<file path="src/rtl/game_ctrl_pkg.sv">
// Shared types and widths for the SkyHop game sequencer.
package game_ctrl_pkg;

  localparam int SCORE_W = 12;
  localparam int TIME_W  = 8;

  // GS_BAD is unreachable in normal operation and recovers to IDLE.
  typedef enum logic [1:0] {
    GS_IDLE = 2'd0,
    GS_PLAY = 2'd1,
    GS_END  = 2'd2,
    GS_BAD  = 2'd3
  } game_state_t;

endpackage

</file>
<file path="src/rtl/game_ctrl_if.sv">
// Player-input and overlay-output bundle between the game sequencer and its surroundings.
interface game_ctrl_if;
  import game_ctrl_pkg::*;

  logic               key_space;
  logic               jump_ok;
  logic               jump_fail_in;
  logic               start_en;
  logic               game_en;
  logic               end_en;
  logic [SCORE_W-1:0] score;
  logic [TIME_W-1:0]  time_left;
  logic               fail_flag;
  logic               one_sec_tick;

  modport master (
    output key_space, jump_ok, jump_fail_in,
    input  start_en, game_en, end_en, score, time_left, fail_flag, one_sec_tick
  );

  modport slave (
    input  key_space, jump_ok, jump_fail_in,
    output start_en, game_en, end_en, score, time_left, fail_flag, one_sec_tick
  );

endinterface

</file>
<file path="src/rtl/game_ctrl_sec_tick_gen.sv">
// Free-running divider: one registered 1-cycle tick every CLK_HZ clocks.
module sec_tick_gen #(
  parameter int CLK_HZ = 65_000_000
) (
  input  logic clk,
  input  logic rst,
  output logic tick
);

  localparam int CW = (CLK_HZ > 1) ? $clog2(CLK_HZ) : 1;
  localparam logic [CW-1:0] LAST = CW'(CLK_HZ - 1);

  logic [CW-1:0] r_cnt;
  logic          r_tick;

  // Tick is raised on the cycle after the counter reads LAST, so the first
  // one lands exactly CLK_HZ cycles after reset release.
  always_ff @(posedge clk) begin
    if (rst) begin
      r_cnt  <= '0;
      r_tick <= 1'b0;
    end else begin
      r_tick <= (r_cnt == LAST);
      r_cnt  <= (r_cnt == LAST) ? '0 : r_cnt + 1'b1;
    end
  end

  assign tick = r_tick;

endmodule

</file>
<file path="src/rtl/game_ctrl.sv">
// SkyHop game sequencer: start screen -> play -> end screen, with BCD score,
// BCD countdown and a post-game key lockout.
module game_ctrl
  import game_ctrl_pkg::*;
#(
  parameter int CLK_HZ      = 65_000_000,
  parameter int GAME_TIME_S = 60,
  parameter int LOCKOUT_S   = 2
) (
  input  logic        clk,
  input  logic        rst,
  game_ctrl_if.slave  bus
);

  localparam logic [TIME_W-1:0] TIME_INIT = {4'(GAME_TIME_S / 10), 4'(GAME_TIME_S % 10)};
  localparam int                LW        = (LOCKOUT_S > 0) ? $clog2(LOCKOUT_S + 1) : 1;

  function automatic logic [SCORE_W-1:0] bcd3_inc(input logic [SCORE_W-1:0] v);
    logic [SCORE_W-1:0] r;
    r = v;
    if (v != 12'h999) begin
      if (v[3:0] != 4'd9) begin
        r[3:0] = v[3:0] + 4'd1;
      end else begin
        r[3:0] = 4'd0;
        if (v[7:4] != 4'd9) begin
          r[7:4] = v[7:4] + 4'd1;
        end else begin
          r[7:4]  = 4'd0;
          r[11:8] = v[11:8] + 4'd1;
        end
      end
    end
    return r;
  endfunction

  function automatic logic [TIME_W-1:0] bcd2_dec(input logic [TIME_W-1:0] v);
    logic [TIME_W-1:0] r;
    r = v;
    if (v != 8'h00) begin
      if (v[3:0] != 4'd0) r[3:0] = v[3:0] - 4'd1;
      else                r = {v[7:4] - 4'd1, 4'd9};
    end
    return r;
  endfunction

  logic               w_tick;
  logic               w_to_end;
  game_state_t        r_state;
  logic               r_start_en;
  logic               r_game_en;
  logic               r_end_en;
  logic [SCORE_W-1:0] r_score;
  logic [TIME_W-1:0]  r_time;
  logic               r_fail;
  logic [LW-1:0]      r_lockout;

  sec_tick_gen #(.CLK_HZ(CLK_HZ)) u_tick (
    .clk  (clk),
    .rst  (rst),
    .tick (w_tick)
  );

  // A fall and a timeout on the same edge both land in END; only the fall sets fail.
  assign w_to_end = bus.jump_fail_in || (w_tick && (r_time == 8'h01));

  always_ff @(posedge clk) begin
    if (rst) begin
      r_state    <= GS_IDLE;
      r_start_en <= 1'b1;
      r_game_en  <= 1'b0;
      r_end_en   <= 1'b0;
      r_score    <= '0;
      r_time     <= TIME_INIT;
      r_fail     <= 1'b0;
      r_lockout  <= '0;
    end else begin
      case (r_state)
        GS_IDLE: begin
          if (bus.key_space) begin
            r_state    <= GS_PLAY;
            r_start_en <= 1'b0;
            r_game_en  <= 1'b1;
            r_score    <= '0;
            r_time     <= TIME_INIT;
            r_fail     <= 1'b0;
          end
        end
        GS_PLAY: begin
          if (w_tick) r_time <= bcd2_dec(r_time);
          if (bus.jump_fail_in)  r_fail  <= 1'b1;
          else if (bus.jump_ok)  r_score <= bcd3_inc(r_score);
          if (w_to_end) begin
            r_state   <= GS_END;
            r_game_en <= 1'b0;
            r_end_en  <= 1'b1;
            r_lockout <= LW'(LOCKOUT_S);
          end
        end
        GS_END: begin
          if (bus.key_space && (r_lockout == '0)) begin
            r_state    <= GS_IDLE;
            r_end_en   <= 1'b0;
            r_start_en <= 1'b1;
          end else if (w_tick && (r_lockout != '0)) begin
            r_lockout <= r_lockout - 1'b1;
          end
        end
        default: begin
          r_state    <= GS_IDLE;
          r_start_en <= 1'b1;
          r_game_en  <= 1'b0;
          r_end_en   <= 1'b0;
        end
      endcase
    end
  end

  assign bus.start_en     = r_start_en;
  assign bus.game_en      = r_game_en;
  assign bus.end_en       = r_end_en;
  assign bus.score        = r_score;
  assign bus.time_left    = r_time;
  assign bus.fail_flag    = r_fail;
  assign bus.one_sec_tick = w_tick;

endmodule

</file>
<file path="src/flat_wrapper.sv">
// flat-port wrapper written by rule: the top's interface ports become plain ports
module game_ctrl_flat import game_ctrl_pkg::*;
#(
  parameter int CLK_HZ      = 65_000_000,
  parameter int GAME_TIME_S = 60,
  parameter int LOCKOUT_S   = 2
)
  (clk, rst, bus_key_space, bus_jump_ok, bus_jump_fail_in, bus_start_en, bus_game_en, bus_end_en, bus_score, bus_time_left, bus_fail_flag, bus_one_sec_tick);
  game_ctrl_if bus_i ();
  input  logic clk;
  input  logic rst;
  input wire logic [$bits(bus_i.key_space)-1:0] bus_key_space;
  input wire logic [$bits(bus_i.jump_ok)-1:0] bus_jump_ok;
  input wire logic [$bits(bus_i.jump_fail_in)-1:0] bus_jump_fail_in;
  output wire logic [$bits(bus_i.start_en)-1:0] bus_start_en;
  output wire logic [$bits(bus_i.game_en)-1:0] bus_game_en;
  output wire logic [$bits(bus_i.end_en)-1:0] bus_end_en;
  output wire logic [$bits(bus_i.score)-1:0] bus_score;
  output wire logic [$bits(bus_i.time_left)-1:0] bus_time_left;
  output wire logic [$bits(bus_i.fail_flag)-1:0] bus_fail_flag;
  output wire logic [$bits(bus_i.one_sec_tick)-1:0] bus_one_sec_tick;
  assign bus_i.key_space = bus_key_space;
  assign bus_i.jump_ok = bus_jump_ok;
  assign bus_i.jump_fail_in = bus_jump_fail_in;
  assign bus_start_en = bus_i.start_en;
  assign bus_game_en = bus_i.game_en;
  assign bus_end_en = bus_i.end_en;
  assign bus_score = bus_i.score;
  assign bus_time_left = bus_i.time_left;
  assign bus_fail_flag = bus_i.fail_flag;
  assign bus_one_sec_tick = bus_i.one_sec_tick;
  game_ctrl #(.CLK_HZ(CLK_HZ), .GAME_TIME_S(GAME_TIME_S), .LOCKOUT_S(LOCKOUT_S)) u_core (.clk(clk), .rst(rst), .bus(bus_i));
endmodule
</file>
<file path="config.mk">
export PLATFORM = sky130hd
export DESIGN_NAME = game_ctrl_flat
export DESIGN_NICKNAME = d
export VERILOG_FILES = /design/src/rtl/game_ctrl_pkg.sv /design/src/rtl/game_ctrl_if.sv /design/src/rtl/game_ctrl_sec_tick_gen.sv /design/src/rtl/game_ctrl.sv /design/src/flat_wrapper.sv
export SDC_FILE = /design/constraint.sdc
export NUM_CORES = 1
export LEC_CHECK = 0
export BUFFER_PORTS_ARGS = -buffer_cell sky130_fd_sc_hd__buf_4
export CORE_MARGIN = 1.5
export CORE_UTILIZATION = 45
export CTS_CLUSTER_DIAMETER = 100
export DETAILED_ROUTE_END_ITERATION = 8
export MAX_ROUTING_LAYER = met4
export SYNTH_ARGS = -nofsm -noshare
export SYNTH_HDL_FRONTEND = slang
export SYNTH_SLANG_ARGS = --single-unit
</file>
<file path="constraint.sdc">
create_clock -name clk -period 3.8 [get_ports clk]
set_input_delay 0.19 -clock clk [delete_from_list [all_inputs] [get_ports clk]]
set_output_delay 0.19 -clock clk [all_outputs]
set_load 0.02 [all_outputs]
</file>
After elaboration in Yosys (flattened, before gate mapping)
Index checks and enable logic that the tools add are counted.

word-level totals
  bits in registers = 55
  input port bits = 5
  output and inout bits = 25

operators by class
  add/subtract/negate cells = 7
  equal/unequal tests = 21
  mux-type cells = 33
  bitwise logic cells = 3
  reduce and logical (&&, ||, !) cells = 23

operator list
  kind                   count
  $mux 12                4
  $mux 8                 4
  $add 26x1->26 const B  1
  $eq 26x26->1 const B   1
  $pmux 12 s2            1
  $mux 4                 5
  $ne 2x2->1 const B     9
  $pmux 8 s2             1
  $reduce_and 3->1       5
  $add 4x1->4 const B    3
  $ne 12x12->1 const B   1
  $mux 2                 5
  $ne 2x1->1 const B     5
  $reduce_and 5->1       2
  $pmux 1 s3             3
  $eq 8x1->1 const B     1
  $ne 4x4->1 const B     2
  $reduce_and 4->1       2
  $reduce_bool 8->1      1
  $sub 4x1->4 const B    2
  $mux 1                 7
  $reduce_and 7->1       1
  $pmux 2 s3             1
  $reduce_and 6->1       1
  other kinds (12)       19

Depth between registers and ports, before layout
Gate-level depths: netlist of the first run.

  depth after elaboration = 7
  depth in mapped cells = 7
  mapped depth without buffers = 6

Hierarchy
From an unflattened synthesis of the first run, not the netlist that was laid out.

second synthesis, totals
  cells, all modules = 347
  area, all modules = 2,964.1 sq um

by module, submodules not included
  module        times used  cells an instance  area an instance (sq um)  sequential area each (sq um)
  game_ctrl     1           204                1,705.4                   560.5
  sec_tick_gen  1           143                1,258.7                   540.5

Worst setup path after synthesis of the first run
No wires, ideal clock.

  path type = register to register
  start = register u_core.u_tick.r_cnt[0]
  end = register u_core.u_tick.r_cnt[18]
  arrival = 1.895 ns
  setup slack = 1.820 ns
  cell stages (with the launch flop) = 6
  path buffers = 0
  clock period less this slack = 1.980 ns
  cell sequence = dfxtp_1 > ha_1 > nand4_1 > or4_4 > or3_1 > a211oi_1

between the ends
  word-level cells in the longest chain between the ends = 2
  elaborated cells between the ends (all ways) = 3
  those cells by class = add/sub: 1; eq/ne: 1; reduce/logical: 1

RTL lines
  element                                                RTL line                      text
  start, declared                                        game_ctrl_sec_tick_gen.sv:13  logic [CW-1:0] r_cnt;
  start signal, assigned                                 game_ctrl_sec_tick_gen.sv:24  r_cnt <= (r_cnt == LAST) ? '0 : r_cnt + 1'b1;
  branches (longest 2 deep; another with $add 26x1->26)  n/a

Parallel ways; which one is timed is not known.
A chain may end at the register's enable or synchronous reset.

Final worst setup path of the first run
  start = register u_core.r_state[0]
  end = register u_core.r_score[7] (netlist: u_core.bus.score[7])

between the ends
  word-level cells in the longest chain between the ends = 3
  elaborated cells between the ends (all ways) = 10
  those cells by class = eq/ne: 6; mux: 1; reduce/logical: 3

RTL lines
  element                                              RTL line         text
  start, declared                                      game_ctrl.sv:49  game_state_t r_state;
  start signal, assigned                               game_ctrl.sv:69  r_state <= GS_IDLE;
  start signal, assigned                               game_ctrl.sv:81  r_state <= GS_PLAY;
  start signal, assigned                               game_ctrl.sv:94  r_state <= GS_END;
  $eq 2x1->1 or $logic_not 2->1 (tied branches)        game_ctrl.sv:78  case (r_state)
  $ne 2x1->1 (no source line) (tied with other cells)  n/a
  $reduce_and 6->1 (no source line)                    n/a
  end signal, assigned                                 game_ctrl.sv:92  else if (bus.jump_ok) r_score <= bcd3_inc(r_score);
  end, declared                                        game_ctrl.sv:53  logic [SCORE_W-1:0] r_score;

Several ways; a longest one is shown, not always the timed one.

==> results.md, run 1 <==
- CP max stage delay: approximately 0.57 ns
- Clock latency on the worst-skew pair: ~0.30 ns
- Cell Area, Synth: just over 3000 sq um
- Synth area leader: dfxtp_1
- IO Port Bufs: 29
- Reg2Reg Setup Slack: approximately 1.6 ns
- R2R cell count: 4
- Crit path buffers/inverters: 0
- Via count: 2744
- Syn nets: roughly 380
- FP Rows: 30
- Worst Hold Path EP: u_core.bus.fail_flag
- Total area of sequential cells: between 1000 and 1500 sq um
- GRT Util Overall: 0.193
- Setup-failing EPs final: 0
- Hold_buf cts: 0
- Worst-path clk slew: around 0.1 ns
- Max H-tree Level: 2
- Initial DRT Pass Iterations: 4
- Starting Density: 0.460
- Crit-path leading delay family: compound AO/OA/AOI/OAI gates
- GRT Residual Overflow: 0
- CTS Buf Count: 5
- Critical R2R Capture: u_core.bus.score[7]
- GP Congestion: 0.902
- Yosys reg bits: 55
- Hold Vio Cnt, Final: 0
- Critical path's slowest cell: nor4bb_1
- Routed len/inst: 14.8 microns
- WL final: approximately 6700 microns
- Critical Path AT: about 2.4 ns
- Area taken by multi-input logic gates: around 1800 sq um
- Maximum clock rate: 0.448 GHz
- Die width: ~86 microns
- Asr flop ratio synth: 0
- Post-synth EDFFs: 0
- Worst Max-Slew Pin Slew: slightly above 0.8 ns
- Min-delay src: bus_jump_fail_in
- Register area share after synthesis: 0.357
- Max-slew violation count: 0
- HP Class: in -> reg
- Number of remaining DRC errors: 0
- Synth top area cells: dfxtp_1 36%, ha_1 5.3%, nor3_1 3.7%, o21ai_0 3.7%, nand4_1 2.8%
- Syn Inst Count: about 360
- CTS Buffer Depth: 2
- Post-layout net count: about 390
- Fin crit share: 0.587
- FF-to-FF Start: u_core.r_state[0]
- Max_cap viols: 0
- Initial antenna violation count: 0
- First-pass GRT wire length: approximately 11000 microns
- Critical Path Fanout Max: 13
- Setup TNS: 0 ns
- CP Capture Type: register
- Syn avg cell area: 8.55 sq um
- Ys Warns: 0
- Largest net degree at the start of global routing: 47
- Routed vias/inst: between 6 and 7
- Share of the synthesized area in the top cell type: 0.357
- Slew headroom: 0.452
- CTS root buf: clkbuf_8
- Final cell count without fillers: between 400 and 500
- Synth cell types: around 60
- DIE AREA: about 7400 sq um
- VDD IR max: between 0.00015 and 0.0002 V
- Ys flop type: dfxtp_1
- I/O pins: 30
- Post-CTS Setup Inserts: 0
- Fraction of layout cells with a size suffix above 1: 0.136
- Fill cells: 678
- Layout area overhead: 8.75%
- CP startpoint kind: register
- Die height: ~86 microns
- Worst Setup Path Type: reg -> reg
- Leak: approximately 1.1 nW
- Critical Path, Cell by Cell: nor4bb_1 -> o22ai_1 -> o21ai_0 -> a31oi_1
- Req. time, crit path: around 4 ns
- PwrDens: between 300 and 400 nW/um^2
- Worst hold path cell count: 3
- Post-CTS resize count: 0
- Unrepaired setup endpoints after global routing: no
- Period minus WS final: 2.23 ns
- DR iter-0 viols: 110
- Outcome: complete, no violations
- Ant diodes: 0
- Worst path depth: 4
- Hold WS: 0.208 ns
- Core area: 6720 sq um
- Sink Count: 55
- HPWL after detailed placement: between 4000 and 5000 microns
- Number of global-route vias before repair: around 2400
- Post-Place Cells: around 450
- Clock skew: ~0.012 ns
- CTS tree: built
- Antenna viol nets, final: 0
state kept, by name, indices dropped and copies added, names as in the netlist:
signal / count
u_core.u_tick.tick: 1
u_core.bus.time_left: 8
u_core.r_state: 2
u_core.bus.fail_flag: 1
u_core.bus.score: 12
u_core.bus.start_en: 1
u_core.u_tick.r_cnt: 26
u_core.r_lockout: 2
u_core.bus.game_en: 1
u_core.bus.end_en: 1
worst max-delay path by stage:
stage,from,endpoint
2_1_floorplan,u_core.u_tick.r_cnt[0],u_core.u_tick.r_cnt[18]
3_3_place_gp,u_core.u_tick.r_cnt[0],u_core.u_tick.r_cnt[18]
3_5_place_dp,u_core.r_state[0],u_core.bus.score[7]
4_1_cts,u_core.r_state[0],u_core.bus.score[7]
5_1_grt,u_core.r_state[0],u_core.bus.score[4]
6_report,u_core.r_state[0],u_core.bus.score[7]
kinds of logic after synthesis:
family          count (synthesis)  share of synthesized area
buf+inv                        36                     0.0571
simple gates                  158                      0.302
fa+ha+maj                      13                     0.0527
compound gates                 85                      0.192
xor+xnor                       14                     0.0397
flops                          55                      0.357
worst register-to-register path, delay by kind of cell (launching register included):
family | cells | cell delay, ns
AOI/OAI and AO/OA | 3 | 1.00
DFF | 1 | 0.54
and+or+nand+nor | 1 | 0.57
area by class of cell:
type / instances / share of cell area
Sequential cell: 55 / 0.328
Timing Repair Buffer: 29 / 0.0648
Tap cell: 80 / 0.0298
Clock buffer: 6 / 0.0216
Inverter: 15 / 0.0168
Multi-Input combinational cell: 270 / 0.539
metal layers:
| metal | track usage | up-vias | wire length, microns |
|---|---|---|---|
| met4 | 0.0557 | 0 | 76 |
| met2 | 0.307 | 55 | 3200 |
| met5 | - | - | 0 |
| met3 | 0.0318 | 11 | 214 |
| li1 | - | 1390 | - |
| met1 | 0.253 | 1288 | 3240 |
per-stage QoR:
step                power [mW]  utilization  cell area, sq um  setup slack (ns)
CTS                       1.04        0.500              3360              1.57
global route              1.09        0.500              3360              1.29
global placement         0.738        0.489              3290              1.72
floorplan                0.706            -              3090              1.82
detailed placement       0.739        0.489              3290              1.61
finish                    1.03        0.500              3360              1.57
where the power goes:
part	switching (mW)	internal (mW)	leakage, nW
Combinational	0.0711	0.0457	0.662
Clock	0.178	0.124	0.0371
Sequential	0.0184	0.591	0.446
cells in the mapped netlist, types with 9 or more instances:
master / instances
dfxtp_1: 55
nor3_1: 23
o21ai_0: 23
nand2_1: 21
nor2_1: 18
a21oi_1: 15
inv_1: 15
nand3_1: 15
nand4_1: 14
ha_1: 13
clkbuf_1: 12
nor4_1: 12
or3_1: 9
xnor2_1: 9
layout by cell type, fill, tap and decap left out, types with 4 or more instances in the layout:
master	instances
nand4_1	14
dfxtp_1	55
or3_1	9
nor4_1	12
o21ai_0	23
nand3b_1	5
nor2_1	18
and2_1	4
clkbuf_8	5
inv_1	15
xnor2_1	9
a211oi_1	4
nand2_1	21
o21a_1	4
a41oi_1	4
ha_1	13
nand3_1	15
nor3b_1	4
buf_4	29
nand2b_1	5
a21oi_1	15
xor2_1	5
nor3_1	23
(Power assumes the default switching activity.)
==> inputs of run 2 (changes only) <==
==> constraint.sdc (replaced) <==
create_clock -name clk -period 2.2 [get_ports clk]
set_input_delay 0.11 -clock clk [delete_from_list [all_inputs] [get_ports clk]]
set_output_delay 0.11 -clock clk [all_outputs]
set_load 0.02 [all_outputs]
==> results.md, run 2 (synthesis results as in run 1) <==
- CTS root buf: clkbuf_8 (unchanged)
- Number of global-route vias before repair: 2567 (was 2365)
- Setup ws final: 0.153 ns (was 1.57 ns)
- Power Internal: 1.40 mW (was 0.761 mW)
- Unrepaired setup endpoints after global routing: no (unchanged)
- Worst-path clk slew: 0.10 ns (about the same)
- PwrDens: 540 nW/um^2 (was 306 nW/um^2)
- Number of remaining DRC errors: 0 (unchanged)
- Placed cell area: 3400 sq um (was 3290 sq um)
- VDD IR max: 0.000345 V (was 0.000189 V)
- Most common cell after layout, fill and taps aside: dfxtp_1 (unchanged)
- HP Class: in -> reg (unchanged)
- CP max stage delay: 0.60 ns (was 0.57 ns)
- Final cell count without fillers: 470 (was 455)
- HPWL after detailed placement: 5030 microns (was 4760 microns)
- Biggest register: u_core.u_tick.r_cnt (unchanged)
- Max_cap viols: 0 (unchanged)
- Sw Pwr: 0.485 mW (was 0.268 mW)
- Post-layout net count: 407 (was 394)
- CP startpoint kind: register (unchanged)
- CTS Buf Count: 5 (unchanged)
- Clock latency on the worst-skew pair: 0.31 ns (was 0.30 ns)
- Critical Path AT: 2.27 ns (was 2.40 ns)
- Max reg flops: 26 (unchanged)
- Setup-failing EPs final: 0 (unchanged)
- Initial DRT Pass Iterations: 5 (was 4)
- Setup TNS: 0 ns (unchanged)
- Leak: 1.23 nW (was 1.15 nW)
- GP Congestion: 0.877 (was 0.902)
- Clock skew: 0.00683 ns (was 0.0121 ns)
- Post-Place Cells: 462 (was 449)
- Combinational Power Share: 0.117 (was 0.114)
- Critical Path, Cell by Cell: ha_1 -> nand4_1 -> or4_4 -> or3_1 -> a211oi_1 (was nor4bb_1 -> o22ai_1 -> o21ai_0 -> a31oi_1)
- Hold Vio Cnt, Final: 0 (unchanged)
- Post-CTS resize count: 0 (unchanged)
- Routed vias/inst: 5.93 (was 6.03)
- Fraction of layout cells with a size suffix above 1: 0.169 (was 0.136)
- Ant diodes: 0 (unchanged)
- Post-route cell area: 3500 sq um (was 3360 sq um)
- CTS tree: built (unchanged)
- Routed len/inst: 14.8 microns (about the same)
- I/O pins: 30 (unchanged)
- Util after Layout: 0.520 (was 0.500)
- CP Capture Type: register (unchanged)
- Starting Density: 0.460 (unchanged)
- Critical Path Fanout Max: 5 (was 13)
- Commonest cells after routing, fill and taps aside: 55 x dfxtp_1, 41 x buf_4, 23 x o21ai_0, 23 x nor3_1, 21 x nand2_1 (was 55 x dfxtp_1, 29 x buf_4, 23 x o21ai_0, 23 x nor3_1, 21 x nand2_1)
- Max H-tree Level: 2 (unchanged)
- Hold WS: 0.110 ns (was 0.208 ns)
- Antenna viol nets, final: 0 (unchanged)
- Period minus WS final: 2.05 ns (was 2.23 ns)
- Core area: 6720 sq um (unchanged)
- Max-slew violation count: 0 (unchanged)
- WL final: 6960 microns (was 6730 microns)
- Die height: 85.8 microns (unchanged)
- Via count: 2785 (was 2744)
- Req. time, crit path: 2.42 ns (was 3.97 ns)
- IO Port Bufs: 29 (unchanged)
- Fin crit share: 0.930 (was 0.587)
- Largest net degree at the start of global routing: 32 (was 47)
- Initial antenna violation count: 0 (unchanged)
- Place WS: 0.166 ns (was 1.61 ns)
- Total power: 1.89 mW (was 1.03 mW)
- Sequential share of power: 0.557 (was 0.593)
- Switch share: 0.257 (was 0.260)
- GRT Residual Overflow: 0 (unchanged)
- Hold_buf cts: 0 (unchanged)
- Post-CTS Setup Inserts: 0 (unchanged)
- CTS Buffer Depth: 2 (unchanged)
- Crit path buffers/inverters: 0 (unchanged)
- Slew headroom: 0.557 (was 0.452)
- Critical path's slowest cell: or4_4 (was nor4bb_1)
- FP Rows: 30 (unchanged)
- DR iter-0 viols: 132 (was 110)
- Crit-path leading delay family: simple AND/OR/NAND/NOR gates (was compound AO/OA/AOI/OAI gates)
- Worst Max-Slew Pin Slew: 0.658 ns (was 0.815 ns)
- Reg2Reg Setup Slack: 0.15 ns (was 1.57 ns)
- DIE AREA: 7370 sq um (unchanged)
- Sink Count: 55 (unchanged)
- Worst Setup Path Type: reg -> reg (unchanged)
- Die width: 85.8 microns (unchanged)
- Outcome: complete, no violations (unchanged)
- Maximum clock rate: 0.489 GHz (was 0.448 GHz)
- Layout area overhead: 13.2% (was 8.75%)
- Clock power share: 0.325 (was 0.294)
- GRT Util Overall: 0.206 (was 0.193)
- First-pass GRT wire length: 12000 microns (was 11300 microns)
-- run 2: changes by cell type in the layout (fill, tap and decap cells not counted), sizes merged --
cell,previous run,this run
buf,29,42
clkbuf,6,8
-- run 2: worst register-to-register path: stages, from the launching register on --
cell and delay, ns:
dfxtp_1 0.42, ha_1 0.19, nand4_1 0.18, or4_4 0.60
or3_1 0.35, a211oi_1 0.22
-- run 2: final cells by class --
cell class,instances,area (sq um)
Clock buffer,8,100
Fill cell,647,3220
Inverter,15,56.3
Multi-Input combinational cell,270,1810
Sequential cell,55,1100
Tap cell,80,100
Timing Repair Buffer,42,328
-- run 2: power groups by stage --
stage | logic [mW] | clock network, mW | registers [mW]
3_3_place_gp | 0.220 | 0 | 1.07
4_1_cts | 0.222 | 0.642 | 1.05
6_report | 0.221 | 0.614 | 1.05
2_1_floorplan | 0.138 | 0 | 1.08
3_5_place_dp | 0.221 | 0 | 1.07
5_1_grt | 0.248 | 0.674 | 1.06
-- run 2: worst paths after layout --
| kind | from | end | cells past startpoint |
|---|---|---|---|
| min | rst | u_core.u_tick.r_cnt[2] | 2 |
| min reg2reg | u_core.bus.end_en | u_core.bus.end_en | 2 |
| max reg2reg | u_core.u_tick.r_cnt[1] | u_core.u_tick.r_cnt[18] | 5 |
| max | u_core.u_tick.r_cnt[1] | u_core.u_tick.r_cnt[18] | 5 |
-- run 2: routing by layer --
metal  GRT usage  up-vias  share of wire
met3      0.0318        6          0.032
met1       0.259     1306           0.48
met5           -        -              0
met4      0.0733        0          0.010
met2       0.336       53           0.48
li1            -     1420              -
